**src/rtl/mem_access_ctrl.sv**
```systemverilog
// rtl/mem_access_ctrl.sv - MEM-stage load/store sequencer driving the data RAM port
//
// Purpose: accepts one load/store request at a time over a valid/ready
// handshake, rejects malformed ones, runs SETUP -> STROBE -> CAPTURE against
// the RAM and returns extended load data or a write acknowledge as a
// one-cycle registered response.
//
// Optional feature: define MEMACC_BURST_EN to enable multi-beat word bursts
// (req_count = beats - 1, address advancing by 4 per beat).
//
// Ports:
//   clk, reset                 clock, synchronous active-high reset
//   req_valid / req_ready      request handshake (ready only in IDLE)
//   req_rw, req_size,          request attributes: 1 = write, size 00/01/10,
//   req_signed, req_addr,      sign-extend flag, byte address,
//   req_wdata, req_count       right-justified store data, burst beats - 1
//   rsp_valid, rsp_rdata,      one-cycle response strobe, extended load data,
//   rsp_err, rsp_last          error flag, final-beat flag
//   busy                       state is not IDLE
//   mem_enable, mem_rw,        RAM port outputs (all 0 outside an access)
//   mem_size, mem_addr, mem_din
//   mem_dout                   RAM read data, right-justified

module mem_access_ctrl #(
    parameter int ADDR_LIMIT  = 256,
    parameter int ACCESS_WAIT = 1
) (
    input  logic        clk,
    input  logic        reset,
    input  logic        req_valid,
    output logic        req_ready,
    input  logic        req_rw,
    input  logic [1:0]  req_size,
    input  logic        req_signed,
    input  logic [31:0] req_addr,
    input  logic [31:0] req_wdata,
    input  logic [3:0]  req_count,
    output logic        rsp_valid,
    output logic [31:0] rsp_rdata,
    output logic        rsp_err,
    output logic        rsp_last,
    output logic        busy,
    output logic        mem_enable,
    output logic        mem_rw,
    output logic [1:0]  mem_size,
    output logic [31:0] mem_addr,
    output logic [31:0] mem_din,
    input  logic [31:0] mem_dout
);

    typedef enum logic [2:0] {
        S_IDLE    = 3'd0,
        S_SETUP   = 3'd1,
        S_STROBE  = 3'd2,
        S_CAPTURE = 3'd3,
        S_RESP    = 3'd4
    } state_t;

    state_t      r_state;
    state_t      w_next;

    logic        r_rw;
    logic [1:0]  r_size;
    logic        r_signed;
    logic [31:0] r_addr;
    logic [31:0] r_wdata;
    logic [3:0]  r_count;
    logic [3:0]  r_wait;
    logic        r_err;

    logic        r_rsp_valid;
    logic [31:0] r_rsp_rdata;
    logic        r_rsp_err;
    logic        r_rsp_last;

    logic        w_accept;
    logic        w_active;
    logic [2:0]  w_bytes;
    logic [32:0] w_end;
    logic        w_req_err;
    logic [31:0] w_ext;
    logic [31:0] w_din;

    assign w_accept = req_valid & (r_state == S_IDLE);

    // Request checks run on the raw inputs so an error response can be
    // scheduled at the acceptance edge itself.
    always_comb begin
        w_bytes = 3'd0;
        case (req_size)
            2'b00:   w_bytes = 3'd1;
            2'b01:   w_bytes = 3'd2;
            2'b10:   w_bytes = 3'd4;
            default: w_bytes = 3'd0;
        endcase
`ifdef MEMACC_BURST_EN
        // End of the last beat: addr + 4*count + bytes (count only matters for words).
        w_end = {1'b0, req_addr} + {30'd0, w_bytes}
              + ((req_size == 2'b10) ? {27'd0, req_count, 2'b00} : 33'd0);
`else
        w_end = {1'b0, req_addr} + {30'd0, w_bytes};
`endif
        w_req_err = (req_size == 2'b11)
                  | ((req_size == 2'b01) & req_addr[0])
                  | ((req_size == 2'b10) & (req_addr[1:0] != 2'b00))
                  | (w_end > 33'(ADDR_LIMIT));
`ifdef MEMACC_BURST_EN
        if ((req_size != 2'b10) && (req_count != 4'd0)) begin
            w_req_err = 1'b1;
        end
`endif
    end

`ifndef MEMACC_BURST_EN
    logic w_unused_count;
    assign w_unused_count = ^req_count;
`endif

    always_comb begin
        w_next = r_state;
        case (r_state)
            S_IDLE: begin
                if (w_accept) begin
                    w_next = w_req_err ? S_RESP : S_SETUP;
                end
            end
            S_SETUP: begin
                if (r_wait == 4'd0) begin
                    w_next = S_STROBE;
                end
            end
            S_STROBE:  w_next = S_CAPTURE;
            S_CAPTURE: w_next = S_RESP;
            S_RESP: begin
                w_next = ((r_count != 4'd0) && !r_err) ? S_SETUP : S_IDLE;
            end
            default:   w_next = S_IDLE;
        endcase
    end

    // Load data extension from the RAM's right-justified output.
    always_comb begin
        w_ext = mem_dout;
        case (r_size)
            2'b00:   w_ext = {{24{r_signed & mem_dout[7]}},  mem_dout[7:0]};
            2'b01:   w_ext = {{16{r_signed & mem_dout[15]}}, mem_dout[15:0]};
            default: w_ext = mem_dout;
        endcase
    end

    always_comb begin
        w_din = r_wdata;
        case (r_size)
            2'b00:   w_din = {24'd0, r_wdata[7:0]};
            2'b01:   w_din = {16'd0, r_wdata[15:0]};
            default: w_din = r_wdata;
        endcase
    end

    always_ff @(posedge clk) begin
        if (reset) begin
            r_state     <= S_IDLE;
            r_rw        <= 1'b0;
            r_size      <= 2'b00;
            r_signed    <= 1'b0;
            r_addr      <= 32'd0;
            r_wdata     <= 32'd0;
            r_count     <= 4'd0;
            r_wait      <= 4'd0;
            r_err       <= 1'b0;
            r_rsp_valid <= 1'b0;
            r_rsp_rdata <= 32'd0;
            r_rsp_err   <= 1'b0;
            r_rsp_last  <= 1'b0;
        end else begin
            r_state <= w_next;

            if (w_accept) begin
                r_rw     <= req_rw;
                r_size   <= req_size;
                r_signed <= req_signed;
                r_addr   <= req_addr;
                r_wdata  <= req_wdata;
                r_err    <= w_req_err;
`ifdef MEMACC_BURST_EN
                r_count  <= w_req_err ? 4'd0 : req_count;
`else
                r_count  <= 4'd0;
`endif
            end

            // Next burst beat: advance address and take fresh store data.
            if ((r_state == S_RESP) && (w_next == S_SETUP)) begin
                r_count <= r_count - 4'd1;
                r_addr  <= r_addr + 32'd4;
                r_wdata <= req_wdata;
            end

            if ((r_state != S_SETUP) && (w_next == S_SETUP)) begin
                r_wait <= 4'(ACCESS_WAIT - 1);
            end else if ((r_state == S_SETUP) && (r_wait != 4'd0)) begin
                r_wait <= r_wait - 4'd1;
            end

            r_rsp_valid <= 1'b0;
            r_rsp_rdata <= 32'd0;
            r_rsp_err   <= 1'b0;
            r_rsp_last  <= 1'b0;
            if ((r_state == S_IDLE) && (w_next == S_RESP)) begin
                r_rsp_valid <= 1'b1;
                r_rsp_err   <= 1'b1;
                r_rsp_last  <= 1'b1;
            end else if (r_state == S_CAPTURE) begin
                r_rsp_valid <= 1'b1;
                r_rsp_rdata <= r_rw ? 32'd0 : w_ext;
                r_rsp_last  <= (r_count == 4'd0);
            end
        end
    end

    assign w_active   = (r_state == S_SETUP) | (r_state == S_STROBE) | (r_state == S_CAPTURE);

    assign req_ready  = (r_state == S_IDLE);
    assign busy       = (r_state != S_IDLE);
    assign mem_enable = (r_state == S_STROBE);
    assign mem_rw     = w_active ? r_rw   : 1'b0;
    assign mem_size   = w_active ? r_size : 2'b00;
    assign mem_addr   = w_active ? r_addr : 32'd0;
    assign mem_din    = w_active ? w_din  : 32'd0;

    assign rsp_valid  = r_rsp_valid;
    assign rsp_rdata  = r_rsp_rdata;
    assign rsp_err    = r_rsp_err;
    assign rsp_last   = r_rsp_last;

endmodule

```
**config.mk**
```make
export PLATFORM = sky130hd
export DESIGN_NAME = mem_access_ctrl
export DESIGN_NICKNAME = d
export VERILOG_FILES = /design/src/rtl/mem_access_ctrl.sv
export SDC_FILE = /design/constraint.sdc
export NUM_CORES = 1
export LEC_CHECK = 0
export BUFFER_PORTS_ARGS = -buffer_cell sky130_fd_sc_hd__buf_2
export CORE_ASPECT_RATIO = 1.75
export CORE_UTILIZATION = 40
export CTS_CLUSTER_DIAMETER = 60
export DETAILED_ROUTE_END_ITERATION = 10
export PLACE_DENSITY = 0.67
export SLEW_MARGIN = 25
export SYNTH_ARGS = -nofsm -noshare
export SYNTH_HDL_FRONTEND = slang
export SYNTH_SLANG_ARGS = --single-unit
```
**constraint.sdc**
```tcl
create_clock -name clk -period 3.7 [get_ports clk]
set_clock_uncertainty 0.05 [all_clocks]
set_input_delay 0.37 -clock clk [delete_from_list [all_inputs] [get_ports clk]]
set_output_delay 0.37 -clock clk [all_outputs]
set_load 0.05 [all_outputs]
```
=== Word level (Yosys, flattened, before mapping) ===
Index checks and enable logic that the tools add are counted.

* Equal/unequal tests: 11
* Reductions and logical operators: 18
* $lt $le $gt $ge: 1
* Bitwise logic cells: 11
* Multiplexer cells: 23
* Add/subtract/negate cells: 4

{| class="wikitable"
|+ Operator list
! operator !! count
|-
| two-way mux 32 bit || 6
|-
| one-hot mux 32 bit (2 select lines) || 2
|-
| adder 32 x 3 -> 33 bit || 1
|-
| greater-than comparator 33 x 9 -> 1 bit, second input constant || 1
|-
| adder 32 x 3 -> 32 bit, second input constant || 1
|-
| one-hot mux 3 bit (5 select lines) || 1
|-
| two-way mux 3 bit || 3
|-
| one-hot mux 3 bit (3 select lines) || 1
|-
| zero test 4 bit || 2
|-
| two-way mux 4 bit || 2
|-
| nonzero test 4 bit || 2
|-
| subtractor 4 x 1 -> 4 bit, second input constant || 2
|-
| two-way mux 1 bit || 7
|-
| equality test 3 x 1 -> 1 bit, second input constant || 2
|-
| equality test 3 x 2 -> 1 bit, second input constant || 2
|-
| equality test 3 bit, second input constant || 2
|-
| bitwise AND 1 bit || 5
|-
| logical AND 1 bit || 5
|-
| bitwise OR 1 bit || 5
|-
| equality test 2 x 1 -> 1 bit, second input constant || 2
|-
| equality test 2 bit, second input constant || 2
|-
| zero test 2 bit || 2
|-
| nonzero test 2 bit || 2
|-
| OR reduction 4 bit || 1
|-
| other kinds (7) || 7
|}

* Output and inout bits: 105
* Logic and storage cells: 81
* Input port bits: 107
* Bits in registers: 115

=== Longest topological paths before layout ===
* Depth in word-level cells: 11
* Gate-level depth with buffers: 13
* Gate-level depth less buffers: 11

=== Worst setup path before layout ===
OpenSTA, ideal clock, no wires.

* Kind: register to register
* Start point: register r_state[0]
* End point: register r_addr[2]
* Arrival: 2.786 ns
* Library setup time: 0.128 ns
* Path slack: 0.737 ns
* Clock period less this slack: 2.963 ns
* Path buffers: 2
* Required time: 3.522 ns
* Stages on the path, launching flop included: 8
* Path through: dfxtp_1 nor3_1 and2_1 clkbuf_1 nor2_1 clkbuf_1 a221oi_1 nor2_1

* Cells in the longest elaborated chain, start to end: 7
* Elaborated cells on any way between the ends: 13
* Classes of those cells: eq/ne: 5; mux: 4; bitwise: 1; reduce/logical: 3

{| class="wikitable"
|+ RTL lines
! item !! RTL line !! text
|-
| from (decl) || 59 || <nowiki>state_t r_state;</nowiki>
|-
| from (signal assigned) || 176 || <nowiki>r_state <= w_next;</nowiki>
|-
| zero test 3 bit * || n/a ||
|-
| named net req_ready || 31 || <nowiki>output logic req_ready,</nowiki>
|-
| bitwise AND 1 bit || 84 || <nowiki>assign w_accept = req_valid & (r_state == S_IDLE);</nowiki>
|-
| two-way mux 3 bit || 123 || <nowiki>if (w_accept) begin</nowiki>
|-
| one-hot mux 3 bit (5 select lines) || 121 || <nowiki>case (r_state)</nowiki>
|-
| equality test 3 x 1 -> 1 bit || 193 || <nowiki>if ((r_state == S_RESP) && (w_next == S_SETUP)) begin</nowiki>
|-
| logical AND 1 bit || 193 ||
|-
| two-way mux 32 bit / nonzero test 2 bit (equally long branches) || n/a ||
|-
| to (signal assigned) || 182 || <nowiki>r_addr <= req_addr;</nowiki>
|-
| to (signal assigned) || 195 || <nowiki>r_addr <= r_addr + 32'd4;</nowiki>
|-
| to (decl) || 65 || <nowiki>logic [31:0] r_addr;</nowiki>
|}

The timed path passes the listed nets; every way through them passes the cells marked *.
A chain may end at the register's enable or synchronous reset.

=== Worst setup path in the final report ===
* Start point: input port req_size[1]
* End point: register r_err

* Cells in the longest elaborated chain, start to end: 5
* Elaborated cells on any way between the ends: 12
* Classes of those cells: add/sub: 1; order compare: 1; eq/ne: 3; mux: 1; bitwise: 5; reduce/logical: 1

{| class="wikitable"
|+ RTL lines
! item !! RTL line !! text
|-
| from (decl) || 33 || <nowiki>input logic [1:0] req_size,</nowiki>
|-
| equality test 2 bit (tied with other cells) || 90, 105 ||
|-
| one-hot mux 3 bit (3 select lines) / bitwise AND 1 bit (equally long branches) || 90, 104 ||
|-
| adder 32 x 3 -> 33 bit / bitwise OR 1 bit (equally long branches) || 101, 104 ||
|-
| greater-than comparator 33 x 9 -> 1 bit / bitwise OR 1 bit (equally long branches) || 106, 105 ||
|-
| bitwise OR 1 bit * || 106 || <nowiki>| (w_end > 33'(ADDR_LIMIT));</nowiki>
|-
| to (signal assigned) || 184 || <nowiki>r_err <= w_req_err;</nowiki>
|-
| to (decl) || 69 || <nowiki>logic r_err;</nowiki>
|}

Every way passes the cells marked *; elsewhere a longest branch is shown, timed or not.

==> results summary <==
The fmax is between 0.3 and 0.4 GHz. The via count is ~6,300. Setup repair after global routing left no endpoint under its margin.

The total of max-cap violations came out at 0. The number of global-route vias before repair is 5,764. VDD sags by at most 0.000313 V.

The power density of the placed cells is about 440 mW/mm^2. The area growth from synthesis to layout is 30.5%. The number of rows created at floorplan came out at 58. The number of resized instances in the post-cts repair step is 0. The clock root buffer is clkbuf_16. The post-CTS repair timing setup buffer count came out at 0. The total power consumption of the routed design came out at about 3.4 mW. In the detailed route, the total length drawn on met3 is 1070 um. nand2_1 is the most common cell in the netlist. In the detailed route, the total length drawn on met2 is just under 10,000 um. The post-detailed-route wirelength per cell is 16.0 um.

The floorplan die width came out at 94.0 um. The transition time at the pin with the least slew margin is 0.952 ns. The path class of the tightest hold or removal check is in2reg. The antenna diode instance count came out at 0. The worst setup path is captured at a flop. The flow ran to the end, and the final reports show no timing, DRC or antenna violations. The worst setup path is of the in2reg kind.

Before antenna repair, the detailed router went through 5 iterations. The global placement routability congestion came out at 0.857. The worst setup path is launched from an input port. The number of antenna violations at the first check in global routing is 0. The top routing layer in use is met4.

The post-synthesis cell count came out at slightly below 800. Dividing the final minimum period by the clock period gives 81.5%. The number of H-tree branching levels is 4.

The die covers 0.0153 mm^2. The total routing usage reported by global routing came out at between 20% and 30%. Counting flops with a built-in enable in the synthesized netlist gives 0. Setup violations remaining at the end of the flow were counted as 0.

The final antenna-violating net count came out at 0. The leakage power summed over all cells came out at ~3.4 nW. The initial detailed-routing violation count is 332. The number of I/O port buffers is roughly 210. The count of cells along the worst hold path is 2. The largest net degree at the start of global routing is 83. The final cell count without fillers is ~1,200. The required time reported for the critical path endpoint is just under 4 ns. The count of final max-slew check failures was 0. Headroom to the max-slew limit came out at a little over a third. The post-DP HPWL is 13,200 um. The area taken by flip-flops and latches came out at between 0.002 and 0.0025 mm^2. The smallest setup slack after layout came out at between 0.6 and 0.7 ns. The number of nets in the finished design is approximately 1,100.

The clock insertion delay at the later pin of the skew report came out at about 0.40 ns. The dominant synthesized flop cell is dfxtp_1. The fraction of post-synthesis cell area in the top cell type by area is about two fifths. TritonCTS built the clock tree. After synthesis the netlist holds a flip-flop and latch count of between 100 and 150. The via density per instance came out at approximately 5.4. On the critical path, the stage with the largest delay is an instance of or4b_1.

The number of library cell types mapped by synthesis is 57. The biggest area contributor in the post-synthesis netlist is dfxtp_1. The total DRC errors in the routed layout is 0. The number of placed cells counting well taps came out at around 1,100. The detailed-routing wirelength on met1 came out at 7080 um.

A synthesized cell averages 7.59 um^2. The clock slew seen by the registers of the worst setup and hold paths is 0.06 ns. The number of cells on the worst reg-to-reg path is 8. In this run the worst path has a maximum fanout of 9. The signal on the critical path passes through buf_2, nor2_1, ha_1, fa_1, a21oi_1, or4b_1, nor3_2, xnor2_1, nand4_1, nor4_1, and3_1, buf_4, a211oi_1.

Before CTS, the worst setup slack after placement is between 0.3 and 0.4 ns. The number of nets in the synthesized netlist is between 800 and 900. The post-synthesis instance area came out at between 0.005 and 0.006 mm^2.

Of the synthesized area, sequential elements account for about two fifths. The initial core utilization came out at between 40% and 50%. Sorting the synthesized cells by area gives the leading types as dfxtp_1, a21oi_1, nand2_1. The clock sink count is 115. Counting along the longest clock path gives a buffer depth of 2. Yosys printed 0 warnings.

The clock period minus final worst setup slack came out at around 3 ns. After synthesis, the share of flip-flops with an asynchronous set or reset is 0%. The end-of-flow core utilization came out at about 54%.

The ratio of cells with drive above 1 in the final layout came out at between 20% and 30%. The multi-input gate area in the final layout came out at about 0.0034 mm^2. The die is roughly 160 um tall. The final wirelength came out at 18,500 um. The total CTS buffers is 17. The first-pass GRT wire length is between 20,000 and 30,000 um. The total count of hold-check failures in the final report is 0. The sum of overflow across all layers after global routing is 0.

The fill cell total of the finished layout came out at around 1,500. The stage delay of the slowest cell on the critical path came out at a little under 0.7 ns. The setup TNS came out at 0 ns. The number of hold-repair buffers added at the cts stage is 0. The number of top-level pins came out at 212. The signal arrival time at the worst endpoint is 3.20 ns. The total area inside the core boundary comes to ~0.014 mm^2. Sorting the synthesized cells by how often they occur yields nand2_1, dfxtp_1, a21oi_1.
[cell usage in the layout (no fill, tap or decap), types with 9 or more instances in the layout]
cell type and n:
nand2_1 132, nand3_1 20, and3_1 25, clkbuf_16 17, buf_2 207, dfxtp_1 115
a21oi_1 108, and2_1 63, inv_1 10, nand4_1 14, o21ai_0 38, buf_4 14
a22oi_1 9, nor2_1 57, nor3_1 22, a221oi_1 11
[final timing paths]
kind                            slack [ns]                startpoint                       end
worst max-delay path                  0.68               req_size[1]        r_err$_SDFFE_PP0P_
worst min-delay path                  0.11               mem_dout[6]   rsp_rdata[6]$_SDFF_PP0_
worst max register to register        0.82     r_state[0]$_SDFF_PP0_  r_wdata[31]$_SDFFE_PP0P_
worst min register to register        0.39  r_wdata[13]$_SDFFE_PP0P_  r_wdata[13]$_SDFFE_PP0P_
[stage by stage]
| stage | hold slack (ns) | cell area [um^2] |
|---|---|---|
| floorplan | 0.377 | 5930 |
| global placement | 0.383 | 7110 |
| detailed placement | 0.389 | 7110 |
| CTS | 0.0991 | 7740 |
| global route | 0.0988 | 7740 |
| finish | 0.110 | 7740 |
[critical path, delay by kind of cell]
| family | cells | cell delay [ns] |
|---|---|---|
| xor+xnor | 1 | 0.14 |
| fa+ha+maj | 2 | 0.43 |
| simple gates | 6 | 1.70 |
| buf+inv | 2 | 0.32 |
| compound gates | 2 | 0.24 |
[flip-flops by register name, summed over array words and instances, names as in the netlist]
register and flops:
r_signed 1, r_count 4, r_err 1, rsp_err 1, r_wait 4, rsp_last 1, r_addr 32, r_size 2
rsp_valid 1, r_wdata 32, rsp_rdata 32, r_rw 1, r_state 3
[power by group]
| part | switching, mW | internal (mW) | leakage [nW] |
|---|---|---|---|
| sequential | 0.0433 | 1.29 | 0.939 |
| combinational | 0.187 | 0.118 | 2.21 |
| clock | 0.622 | 1.13 | 0.297 |
| total | 0.853 | 2.54 | 3.44 |
[kinds of logic after synthesis]
| group | share of synthesized area, % |
|---|---|
| adder cells (fa/ha/maj) | 1.82 |
| XOR/XNOR | 1.77 |
| AO/OA/AOI/OAI | 20.3 |
| multiplexers | 0.697 |
| buffers and inverters | 4.14 |
| AND/OR/NAND/NOR | 32.4 |
| flip-flops | 38.8 |
[cell type report]
cell class / count / share of cell area [%]
tap: 180 / 2.91
clock buffer: 17 / 5.50
sequential: 115 / 29.7
timing repair buffer: 221 / 14.7
clock inverter: 14 / 2.64
inverter: 10 / 0.485
multi-input combinational: 603 / 44.0
[routing by layer]
layer  vias up  global-route usage (%)
met1      2903                    25.6
li1       3122                       -
met4         0                    11.3
met5         -                       0
met3        37                    3.96
met2       226                    45.2
No activity file was read; power rests on OpenSTA's default activity.
